`src/rtl/bcd_ctrl_pkg.sv`:
```
// bcd_ctrl_pkg
// Shared constants for the push-button front end of the BCD counter:
//   state_t / S_*   : 3-bit FSM state encoding, also exported on the State port
//   DIR_UP / DIR_DN : value of the latched direction flop
//   BTN_UP / BTN_DN : bit positions of the buttons inside Push / sp
package bcd_ctrl_pkg;

  typedef logic [2:0] state_t;

  localparam state_t S_IDLE   = 3'd0;
  localparam state_t S_QUAL   = 3'd1;
  localparam state_t S_FIRE   = 3'd2;
  localparam state_t S_HOLD   = 3'd3;
  localparam state_t S_REPEAT = 3'd4;
  localparam state_t S_REL    = 3'd5;

  localparam logic DIR_UP = 1'b1;
  localparam logic DIR_DN = 1'b0;

  localparam int BTN_UP = 1;
  localparam int BTN_DN = 0;

endpackage

```
`src/rtl/btn_sync.sv`:
```
// btn_sync
// Two-flop synchroniser for W asynchronous, active-low button lines.
// Both stages reset to 1 so a held reset reads as "no button pressed".
//   clk   : sampling clock
//   rst_n : asynchronous active-low reset
//   din   : raw asynchronous inputs
//   dout  : synchronised outputs, two clock edges behind din
module btn_sync #(
  parameter int W = 2
) (
  input  logic         clk,
  input  logic         rst_n,
  input  logic [W-1:0] din,
  output logic [W-1:0] dout
);

  logic [W-1:0] meta;

  // First stage may go metastable; only the second stage is used downstream.
  always_ff @(posedge clk or negedge rst_n) begin
    if (!rst_n) begin
      meta <= '1;
      dout <= '1;
    end else begin
      meta <= din;
      dout <= meta;
    end
  end

endmodule

```
`src/rtl/bcd_push_ctrl.sv`:
```
// bcd_push_ctrl
// Turns the two active-low board buttons into single-cycle Inc/Dec commands
// for the 3-digit BCD counter, with debounce, up/down arbitration and
// auto-repeat while a button is held.
//   Clk   : clock, rising edge
//   Rst   : asynchronous active-low reset
//   Push  : raw buttons, active-low, Push[1]=UP, Push[0]=DOWN
//   Inc   : one-cycle increment command (registered)
//   Dec   : one-cycle decrement command (registered)
//   Rep   : high while auto-repeat is running (registered)
//   State : current FSM state, for debug / LEDs
// HOLD_CYC must be at least 2 and CW wide enough for the largest period.
module bcd_push_ctrl
  import bcd_ctrl_pkg::*;
#(
  parameter int DEB_CYC  = 4,
  parameter int HOLD_CYC = 16,
  parameter int REP_CYC  = 8,
  parameter int CW       = 8
) (
  input  logic       Clk,
  input  logic       Rst,
  input  logic [1:0] Push,
  output logic       Inc,
  output logic       Dec,
  output logic       Rep,
  output logic [2:0] State
);

  // Terminal timer values. The first repeat is measured from the command
  // edge, and the FIRE cycle plus the clearing edge use up two of those
  // cycles before HOLD starts counting, hence the -2.
  localparam logic [CW-1:0] DEB_LAST  = CW'(DEB_CYC - 1);
  localparam logic [CW-1:0] HOLD_LAST = CW'(HOLD_CYC - 2);
  localparam logic [CW-1:0] REP_LAST  = CW'(REP_CYC - 1);
  localparam logic [CW-1:0] TIMER_MAX = '1;

  logic [1:0]    sp;
  state_t        state, state_nx;
  logic [CW-1:0] timer, timer_nx, timer_sat;
  logic          dir, dir_nx;
  logic          cmd;
  logic          latched_low, other_low;

  btn_sync #(.W(2)) u_sync (
    .clk  (Clk),
    .rst_n(Rst),
    .din  (Push),
    .dout (sp)
  );

  assign latched_low = (dir == DIR_UP) ? ~sp[BTN_UP] : ~sp[BTN_DN];
  assign other_low   = (dir == DIR_UP) ? ~sp[BTN_DN] : ~sp[BTN_UP];
  assign timer_sat   = (timer == TIMER_MAX) ? timer : timer + CW'(1);
  assign State       = state;

  // Next-state logic. cmd marks the edge on which a command is issued; it is
  // only raised while the latched button is still seen low, so nothing can
  // fire once sp has gone high.
  always_comb begin
    state_nx = state;
    timer_nx = timer_sat;
    dir_nx   = dir;
    cmd      = 1'b0;
    case (state)
      S_IDLE: begin
        timer_nx = '0;
        if (sp == 2'b00) begin
          state_nx = S_REL;
        end else if (!sp[BTN_UP] && sp[BTN_DN]) begin
          dir_nx   = DIR_UP;
          state_nx = S_QUAL;
        end else if (sp[BTN_UP] && !sp[BTN_DN]) begin
          dir_nx   = DIR_DN;
          state_nx = S_QUAL;
        end
      end
      S_QUAL: begin
        if (!latched_low) begin
          timer_nx = '0;
          state_nx = S_IDLE;
        end else if (other_low) begin
          timer_nx = '0;
          state_nx = S_REL;
        end else if (timer >= DEB_LAST) begin
          cmd      = 1'b1;
          state_nx = S_FIRE;
        end
      end
      S_FIRE: begin
        timer_nx = '0;
        state_nx = S_HOLD;
      end
      S_HOLD: begin
        if (!latched_low) begin
          timer_nx = '0;
          state_nx = S_REL;
        end else if (timer >= HOLD_LAST) begin
          cmd      = 1'b1;
          timer_nx = '0;
          state_nx = S_REPEAT;
        end
      end
      S_REPEAT: begin
        if (!latched_low) begin
          timer_nx = '0;
          state_nx = S_REL;
        end else if (timer >= REP_LAST) begin
          cmd      = 1'b1;
          timer_nx = '0;
        end
      end
      S_REL: begin
        // Any low bit restarts the release debounce.
        if (sp != 2'b11) begin
          timer_nx = '0;
        end else if (timer >= DEB_LAST) begin
          timer_nx = '0;
          state_nx = S_IDLE;
        end
      end
      default: begin
        timer_nx = '0;
        state_nx = S_IDLE;
      end
    endcase
  end

  // State, timer, direction and the registered outputs. dir only changes in
  // IDLE where cmd is never set, so the current dir is the one to decode.
  always_ff @(posedge Clk or negedge Rst) begin
    if (!Rst) begin
      state <= S_IDLE;
      timer <= '0;
      dir   <= DIR_UP;
      Inc   <= 1'b0;
      Dec   <= 1'b0;
      Rep   <= 1'b0;
    end else begin
      state <= state_nx;
      timer <= timer_nx;
      dir   <= dir_nx;
      Inc   <= cmd & (dir == DIR_UP);
      Dec   <= cmd & (dir == DIR_DN);
      Rep   <= (state_nx == S_REPEAT);
    end
  end

endmodule

```
`config.mk`:
```
export PLATFORM = sky130hd
export DESIGN_NAME = bcd_push_ctrl
export DESIGN_NICKNAME = d
export VERILOG_FILES = /design/src/rtl/bcd_ctrl_pkg.sv /design/src/rtl/btn_sync.sv /design/src/rtl/bcd_push_ctrl.sv
export SDC_FILE = /design/constraint.sdc
export NUM_CORES = 1
export LEC_CHECK = 0
export ABC_AREA = 0
export CORE_MARGIN = 3
export CORE_UTILIZATION = 60
export CTS_CLUSTER_DIAMETER = 40
export DETAILED_ROUTE_END_ITERATION = 16
export DONT_BUFFER_PORTS = 1
export PLACE_DENSITY = 0.74
export RECOVER_POWER = 50
export SETUP_SLACK_MARGIN = 0.2
export SYNTH_ARGS = -nofsm -noshare
export SYNTH_HDL_FRONTEND = slang
export SYNTH_SLANG_ARGS = --single-unit
```
`constraint.sdc`:
```
create_clock -name Clk -period 1.9 [get_ports Clk]
set_input_delay 0.095 -clock Clk [delete_from_list [all_inputs] [get_ports Clk]]
set_output_delay 0.095 -clock Clk [all_outputs]
set_load 0.05 [all_outputs]
```
* Word-level counts from Yosys, hierarchy flattened *
Cells that the tools add are included.

word-level totals
  register bits after elaboration = 19
  output and inout bits = 6
  logic and storage cells = 68
  input port bits = 4

cells by class
  magnitude comparators = 3
  reduce and logical (&&, ||, !) cells = 8
  eq/ne operators = 8
  muxes and demuxes = 34
  add/sub/neg operators = 1
  bitwise gates (word level) = 6

operator list
  cell                                                               number
  2-to-1 mux 8 bit                                                   9
  2-to-1 mux 3 bit                                                   11
  one-hot mux 8 bit (4 select lines)                                 1
  one-hot mux 3 bit (6 select lines)                                 1
  2-to-1 mux 1 bit                                                   11
  == test 3 bit, second input constant                               3
  adder 8 x 1 -> 8 bit, second input constant                        1
  == test 8 bit, second input constant                               1
  greater-or-equal comparator 8 x 2 -> 1 bit, second input constant  1
  greater-or-equal comparator 8 x 3 -> 1 bit, second input constant  1
  greater-or-equal comparator 8 x 4 -> 1 bit, second input constant  1
  == test 3 x 2 -> 1 bit, second input constant                      2
  inverter 1 bit                                                     4
  == test 3 x 1 -> 1 bit, second input constant                      1
  logical NOT 3 bit                                                  1
  one-hot mux 1 bit (3 select lines)                                 1
  AND reduction 3 bit                                                1
  AND 1 bit                                                          2
  logical AND 1 bit                                                  2
  logical NOT 1 bit                                                  2
  logical NOT 2 bit                                                  1
  != test 2 bit, second input constant                               1
  nonzero test 2 bit                                                 1

* Depth between registers and ports, before layout *
Gate-level depths: netlist (run 1).

  depth after elaboration = 7
  mapped depth = 6
  depth with buffers taken out = 6

* Modules after synthesis *
A second synthesis (run 1) with hierarchy kept.

unflattened totals
  cell total of the unflattened synthesis = 111
  area, all modules = 1133.6 um^2

by module, submodules not included
  module         sequential area each (um^2)  times used  area each (um^2)  cells an instance
  bcd_push_ctrl  376.6                        1           1028.5            107
  btn_sync       105.1                        1           105.1             4

* Worst setup path after synthesis (run 1) *
OpenSTA, ideal clock, no wires.

  kind = flip-flop to flip-flop
  start point = reg state[2], in the netlist State[2]
  end point = reg Rep
  data arrival time = 1727 ps
  library setup time = 120 ps
  buffers on the path = 1
  stages on the path, launching flop included = 6
  data required time = 1780 ps
  setup slack = 54 ps
  cell sequence = dfrtp_1 > buf_2 > or3b_1 > o32a_1 > o221a_2 > and3_1

on the way
  word-level cells in the longest chain between the ends = 5
  elaborated cells on any way between the ends = 19
  classes of those cells = eq/ne: 6; mux: 12; reduce/logical: 1

ends and longest elaborated chain
  what                                        RTL line                                  source
  start: declaration                          bcd_push_ctrl.sv:39                       state_t state, state_nx;
  start signal: assignment                    bcd_push_ctrl.sv:140                      state <= state_nx;
  2-to-1 mux 3 bit, on equally long branches  bcd_push_ctrl.sv:85, bcd_push_ctrl.sv:73
  2-to-1 mux 3 bit, on equally long branches  bcd_push_ctrl.sv:82, bcd_push_ctrl.sv:70
  2-to-1 mux 3 bit, on equally long branches  bcd_push_ctrl.sv:79, bcd_push_ctrl.sv:68
  one-hot mux 3 bit (6 select lines) (*)      bcd_push_ctrl.sv:65                       case (state)
  == test 3 bit (*)                           bcd_push_ctrl.sv:145                      Rep <= (state_nx == S_REPEAT);
  end signal: assignment                      bcd_push_ctrl.sv:145
  end: declaration                            bcd_push_ctrl.sv:26                       output logic Rep,

Every way passes the cells marked *; elsewhere a longest branch is shown, timed or not.
A chain may end at the register's enable or synchronous reset.

* Worst setup path in the final report (run 1) *
  start point = reg timer[0]
  end point = reg Rep

on the way
  word-level cells in the longest chain between the ends = 6
  elaborated cells on any way between the ends = 11
  classes of those cells = order compare: 2; eq/ne: 1; mux: 8

ends and longest elaborated chain
  what                                        RTL line                                   source
  start: declaration                          bcd_push_ctrl.sv:40                        logic [CW-1:0] timer, timer_nx, timer_sat;
  start signal: assignment                    bcd_push_ctrl.sv:141                       timer <= timer_nx;
  greater-or-equal comparator 8 x 2 -> 1 bit  bcd_push_ctrl.sv:85, bcd_push_ctrl.sv:117
  2-to-1 mux 3 bit                            bcd_push_ctrl.sv:85                        end else if (timer >= DEB_LAST) begin
  2-to-1 mux 3 bit                            bcd_push_ctrl.sv:82                        end else if (other_low) begin
  2-to-1 mux 3 bit                            bcd_push_ctrl.sv:79                        if (!latched_low) begin
  one-hot mux 3 bit (6 select lines) (*)      bcd_push_ctrl.sv:65
  == test 3 bit (*)                           bcd_push_ctrl.sv:145

Marks and branches as above.

==> flow_summary_export.csv, run 1 <==
group,metric,value,unit
layout,multi_input_area,657,um2
critical_path,crit_path_max_incr_delay,0.42,ns
floorplanning,coreArea,1760,um2
yosys,synth_top_family_by_area,"simple AND/OR/NAND/NOR gates",
yosys,synthSimpleGateAreaFrac,23.5,%
cts,cts_buffer_depth,2,
timing,setup_viol_count_final,0,
detailed_routing,drt-total-wl,2.41,mm
timing,relSlewSlack,43.7,%
timing,hold_viol_final,0,
yosys,synth_compound_area_share,16.8,%
cts,cts_sinks,19,
critical_path,crit_slowest_cell,"dfrtp_1",
yosys,synthMuxAreaShare,4.50,%
cts,root_buffer,"clkbuf_4",
critical_path,crit_chain,"inv_2, ha_4, o211ai_1, nand2_1, o221a_4, and3_4",
yosys,yosysSeqAreaShare,42.3,%
critical_path,r2r_slack,0.19,ns
power_and_ir_drop,ir_worst_vdd,0.517,mV
detailed_routing,vias_per_cell,6.09,
yosys,synth_warnings,0,
yosys,synth-xor-area-share,1.54,%
layout,finalNetCount,138,
detailed_routing,wl_per_cell,15.8,um
timing,worst_slack,0.190,ns
critical_path,r2r_start,"timer[0]",
timing,rsz0062_at_grt,"true",
flow_run,drv_cap,0,
global_routing,overflow,0,
power_and_ir_drop,power.leakage,0.576,nW
floorplanning,die_y,49.6,um
timing,drv_slew,0,
cts,htreeDepth,1,
global_routing,antenna_found_initial,0,
placed_design,portBuffers,0,
yosys,synthTopCellsByArea,"dfrtp_1 (31%), dfstp_2 (12%), ha_1 (6.6%)",
layout,syn_to_final_growth,18.3,%
detailed_routing,dr.pass1.iters,4,
critical_path,criticalPathCategory,"register to register",
detailed_routing,vias,926,
timing,max_freq,0.585,GHz
outcome,status,"complete, no violations",
global_routing,grt_usage,21.6,%
global_routing,grt_pass1_wl,4.03,mm
layout,fillers,140,
detailed_routing,dr_wl_met2,1.16,mm
timing,period_share,90.0,%
critical_path,worstSetupStartpointType,"register",
yosys,syn_area_per_cell,10.0,um2
floorplanning,die_x,49.6,um
yosys,synthCells,114,
floorplanning,row_count,15,
cts,numCtsBuffers,3,
critical_path,cp.arrival,1.93,ns
worst_hold_path,hold_path.startpoint,"Push[0]",
critical_path,reg2reg_to,"Rep",
worst_hold_path,holdPathStages,1,
layout,regArea,487,um2
yosys,synth_area,1140,um2
floorplanning,boundaryPins,10,
yosys,ys_seq_elements,19,
detailed_routing,wl_met3,128,um
detailed_routing,drtIter0Drc,22,
critical_path,critPathMaxFanout,4,
global_routing,grt_max_degree,20,
yosys,mappedNetlistNets,124,
detailed_routing,remaining_drc_errors,0,
detailed_routing,met1_length,1.09,mm
timing,tns,0,ns
yosys,synthAdderAreaFrac,6.59,%
layout,fin_cells,152,
layout,layout-drive-gt1-share,33.9,%
critical_path,crit_path_end_kind,"register",
cts,cts.clk_slew.worst_paths,0.11,ns
detailed_routing,route.antenna.remaining_nets,0,
placed_design,dp_slack,0.143,ns
timing,clock_skew,0.00209,ns
yosys,yosysTopAreaCell,"dfrtp_1",
worst_hold_path,hold_class,"input pin to register",
layout,antennaDiodeCount,0,
yosys,synth_top_area_share,30.7,%
floorplanning,die_area,2460,um2
placed_design,globalplace.congestion,0.857,
timing,worst_pin_slew,0.842,ns
placed_design,placed_cells,137,
cts,worstSkewPairLatency,0.31,ns
cts,cts_tree,"done",
global_routing,grt_pass1_vias,901,
critical_path,crit_required,2.12,ns
power_and_ir_drop,power.density,531,nW/um2
critical_path,rr_worst_depth,6,
timing,period_minus_slack,1.71,ns
worst_hold_path,whs_endpoint,"u_sync.meta[0]",
placed_design,dp.final_hpwl,1.59,mm
floorplanning,initial_core_util,64.6,%
yosys,synth_cell_types,45,
detailed_routing,top_layer,"met4",
==> area by class of cell <==
| class | count | area share (%) |
|---|---|---|
| clock buffer | 3 | 1.67 |
| clock inverter | 1 | 0.371 |
| inverter | 5 | 1.39 |
| multi-input combinational | 83 | 48.7 |
| sequential | 19 | 36.1 |
| tap | 25 | 2.32 |
| timing repair buffer | 16 | 9.46 |
==> cells in the final DEF, fill, tap and decap left out, types with 3 or more instances in the layout <==
cell type	instances
buf_4	13
nand2_1	11
dfrtp_1	10
nor2_1	10
dfstp_2	5
dfrtp_2	4
inv_1	4
mux2i_1	4
ha_1	4
nand3_1	3
nor3b_1	3
a211oi_2	3
clkbuf_4	3
dlygate4sd3_1	3
==> how the worst max path moves through the flow <==
stage | endpoint | startpoint | depth (start not counted) | slack [ns]
4_1_cts | timer[4] | timer[0] | 6 | 0.20
3_3_place_gp | Rep | u_sync.dout[0] | 6 | 0.21
2_1_floorplan | Rep | State[1] | 5 | 0.20
6_report | Rep | timer[0] | 6 | 0.19
5_1_grt | Rep | timer[0] | 6 | 0.05
3_5_place_dp | Rep | u_sync.dout[0] | 6 | 0.14
==> cells by family (layout without fill, tap and decap cells) <==
logic type | Yosys count | after routing
and+or+nand+nor | 47 | 47
AOI/OAI and AO/OA | 23 | 23
adders and majority gates | 6 | 6
DFF | 19 | 19
buffers and inverters | 12 | 25
muxes | 5 | 5
xor gates and xnor gates | 2 | 2
==> stage by stage <==
step           instance area, um2  hold WS [ns]  power (W)  utilization (%)
2_1_floorplan                1150        -0.201   0.000464                -
3_3_place_gp                 1180        -0.200   0.000474             66.7
3_5_place_dp                 1180        -0.200   0.000475             66.7
4_1_cts                      1280         0.303   0.000710             72.4
5_1_grt                      1350         0.302   0.000745             76.5
6_report                     1350         0.308   0.000716             76.5
==> power breakdown <==
part / internal [W] / switching (W) / total, W / leakage, nW
Sequential: 0.000416 / 0.00000761 / 0.000423 / 0.233
Clock: 0.0000788 / 0.000138 / 0.000217 / 0.0177
Combinational: 0.0000347 / 0.0000406 / 0.0000754 / 0.326
Total: 0.000529 / 0.000187 / 0.000716 / 0.576
==> cell usage after synthesis, drive strengths merged <==
master,instances
ha,6
mux2i,4
mux2,1
nand2b,2
a32o,1
clkbuf,4
o21ai,2
nor3b,3
a21oi,3
xor2,1
nor2,12
dfrtp,14
nor2b,1
and4,1
a211oi,3
nand4,1
inv,5
and3,2
a32oi,1
o31ai,1
nor3,3
o32a,1
nand3,3
a21o,1
o41ai,1
o21a,1
xnor2,1
nor4,2
a31oi,2
o221a,2
o22a,1
and3b,2
buf,3
nand3b,2
or3b,1
dfstp,5
nand2,11
o22ai,1
nand4b,1
o211ai,2
==> layer usage <==
metal / global-route usage (%) / vias up
met1: 30.2 / 451
met3: 4.23 / 5
met4: 8.29 / 0
met5: 0 / -
met2: 33.0 / 29
li1: - / 441
==> timing repair <==
item,CTS,global route
pin swaps,1,8
endpoints found under the hold margin,21,0
hold buffers,3,0
setup endpoints to repair,4,13
setup buffers,5,3
gates resized for setup,1,12
==> registers in the layout (all words and copies together) (netlist names) <==
signal	count
u_sync.dout	2
dir	1
State	3
Inc	1
timer	8
u_sync.meta	2
Rep	1
Dec	1
==> critical path: cells and delay by family (launching register included) <==
| kind | cells | cell delay (ns) |
|---|---|---|
| AOI/OAI and AO/OA | 2 | 0.65 |
| adders and majority gates | 1 | 0.15 |
| buffers and inverters | 1 | 0.07 |
| DFF | 1 | 0.42 |
| and+or+nand+nor | 2 | 0.33 |
No activity file was read; power rests on OpenSTA's default activity.
==> run 2: changes to the inputs <==
--- a/config.mk
+++ b/config.mk
@@ -6,7 +6,6 @@
 export NUM_CORES = 1
 export LEC_CHECK = 0
 export ABC_AREA = 0
-export CORE_MARGIN = 3
 export CORE_UTILIZATION = 60
 export CTS_CLUSTER_DIAMETER = 40
 export DETAILED_ROUTE_END_ITERATION = 16
==> run 2 against run 1 <==
  * Global-route usage grew 4.0 points
  * Register-to-register slack improved by 0.05 ns
  * Worst hold slack better by 0.018 ns
  * Sequential share of layout area is 0.36 points lower
  * Fmax up 3.3%
  * Core utilization up 1.6 points
  * Via count is 0.65% higher
  * Clock skew up 0.0015 ns
==> flow_summary_export.csv, run 2 (same netlist as run 1, synthesis figures left out) <==
group,metric,value,unit
outcome,status,"complete, no violations",
timing,drv_slew,0,
worst_hold_path,hold_class,"input pin to async pin",
layout,layout-drive-gt1-share,33.9,%
critical_path,cp.arrival,1.90,ns
global_routing,grt_pass1_vias,851,
layout,finalNetCount,135,
layout,multi_input_area,687,um2
floorplanning,row_count,15,
timing,hold_viol_final,0,
global_routing,overflow,0,
layout,syn_to_final_growth,19.5,%
critical_path,crit_required,2.15,ns
detailed_routing,drtIter0Drc,42,
critical_path,worstSetupStartpointType,"register",
layout,antennaDiodeCount,0,
timing,period_minus_slack,1.66,ns
placed_design,globalplace.congestion,0.823,
global_routing,grt.busiest_layer,"met2",
floorplanning,boundaryPins,10,
timing,tns,0,ns
placed_design,dp.final_hpwl,1.54,mm
power_and_ir_drop,power.density,515,nW/um2
global_routing,antenna_found_initial,0,
power_and_ir_drop,internal_power,0.000531,W
floorplanning,die_area,2080,um2
critical_path,crit_path_end_kind,"register",
floorplanning,die_y,45.6,um
timing,relSlewSlack,45.4,%
timing,max_freq,0.604,GHz
placed_design,portBuffers,0,
detailed_routing,route.antenna.remaining_nets,0,
detailed_routing,remaining_drc_errors,0,
power_and_ir_drop,power.leakage,0.565,nW
timing,worst_pin_slew,0.817,ns
global_routing,use_met1,33.0,%
power_and_ir_drop,switching_share,24.4,%
cts,worstSkewPairLatency,0.30,ns
critical_path,critPathMaxFanout,2,
power_and_ir_drop,ir_worst_vdd,0.446,mV
critical_path,criticalPathCategory,"register to register",
layout,regMostFlops,"timer",
detailed_routing,wl_per_cell,16.4,um
global_routing,grt_pass1_wl,3.59,mm
cts,cts_tree,"done",
layout,fillers,120,
placed_design,postPlaceCellArea,1170,um2
layout,regArea,487,um2
global_routing,grt_usage,25.6,%
power_and_ir_drop,pwr-share-seq,60.4,%
timing,period_share,87.2,%
critical_path,rr_worst_depth,6,
cts,htreeDepth,1,
floorplanning,initial_core_util,65.3,%
global_routing,grt_max_degree,20,
layout,final_common_cell,"nor2_1",
layout,fin_cells,149,
cts,numCtsBuffers,3,
timing,clock_skew,0.00355,ns
detailed_routing,dr.pass1.iters,4,
power_and_ir_drop,power.net_switching,0.000171,W
global_routing,met2_usage,39.1,%
timing,rsz0062_at_grt,"true",
floorplanning,coreArea,1750,um2
detailed_routing,vias,932,
layout,mostFrequentLayoutCells,"nor2_1 (12), dfrtp_1 (10), nand2_1 (10)",
power_and_ir_drop,combinationalPowerShare,10.7,%
cts,cts.clk_slew.worst_paths,0.10,ns
cts,cts_sinks,19,
flow_run,drv_cap,0,
cts,cts_buffer_depth,2,
detailed_routing,drt-total-wl,2.44,mm
timing,setup_viol_count_final,0,
layout,final_cell_area,1360,um2
placed_design,placed_cells,136,
detailed_routing,vias_per_cell,6.26,
global_routing,met3_usage,6.75,%
floorplanning,die_x,45.6,um
layout,largest_register_ffs,8,
cts,root_buffer,"clkbuf_4",
power_and_ir_drop,pwr-share-clk,28.9,%
-- run 2: through the flow --
step / setup WS [ns] / hold WS, ns / total power (W) / util (%)
after floorplan: 0.202 / -0.201 / 0.000464 / -
after global placement: 0.124 / -0.200 / 0.000472 / 67.0
after detailed placement: 0.119 / -0.200 / 0.000474 / 67.0
after CTS: 0.219 / 0.320 / 0.000691 / 71.7
after global routing: 0.180 / 0.317 / 0.000734 / 78.1
final: 0.244 / 0.326 / 0.000702 / 78.1
-- run 2: what timing repair did --
item	CTS	global route
endpoints found under the setup margin	6	8
resized for setup	1	20
buffers inserted	3	3
hold buffers	3	0
endpoints found under the hold margin	21	0
pin swaps	1	5
-- run 2: worst paths after layout --
path                                startpoint        endpoint  slack [ns]
worst min-delay path                       Rst             Rep        0.33
worst max-delay path            u_sync.dout[0]             Rep        0.24
min in group Clk                       Push[1]  u_sync.meta[1]        0.33
worst min register to register  u_sync.meta[0]  u_sync.dout[0]        0.36
max in group asynchronous                  Rst        timer[1]        1.02
worst max register to register  u_sync.dout[0]             Rep        0.24
-- run 2: area by class of cell --
cell class | instances | share of cell area (%)
Inverter | 5 | 1.38
Clock buffer | 4 | 1.93
Timing Repair Buffer | 13 | 8.26
Multi-Input combinational cell | 83 | 50.4
Sequential cell | 19 | 35.7
Tap cell | 25 | 2.30
-- run 2: metal layers --
layer | part of all wire, % | vias up | wire length (um)
li1 | - | 434 | -
met1 | 41 | 439 | 1010
met2 | 49 | 50 | 1190
met3 | 7.2 | 9 | 177
met4 | 2.7 | 0 | 66
met5 | 0 | - | 0
-- run 2: power by group through the flow --
stage	Combinational, W	Clock [W]	Sequential, W
floorplan	0.0000318	0	0.000432
global placement	0.0000381	0	0.000434
detailed placement	0.0000395	0	0.000434
CTS	0.0000603	0.000208	0.000423
global route	0.0000825	0.000226	0.000425
finish	0.0000750	0.000203	0.000424
-- run 2: worst max-delay path, cell delays in order, from the launching register on --
cell and delay (ns):
dfstp_2 0.58, inv_2 0.06, ha_2 0.19, nor4_4 0.26
o32a_1 0.20, o221a_4 0.18, and3_1 0.15
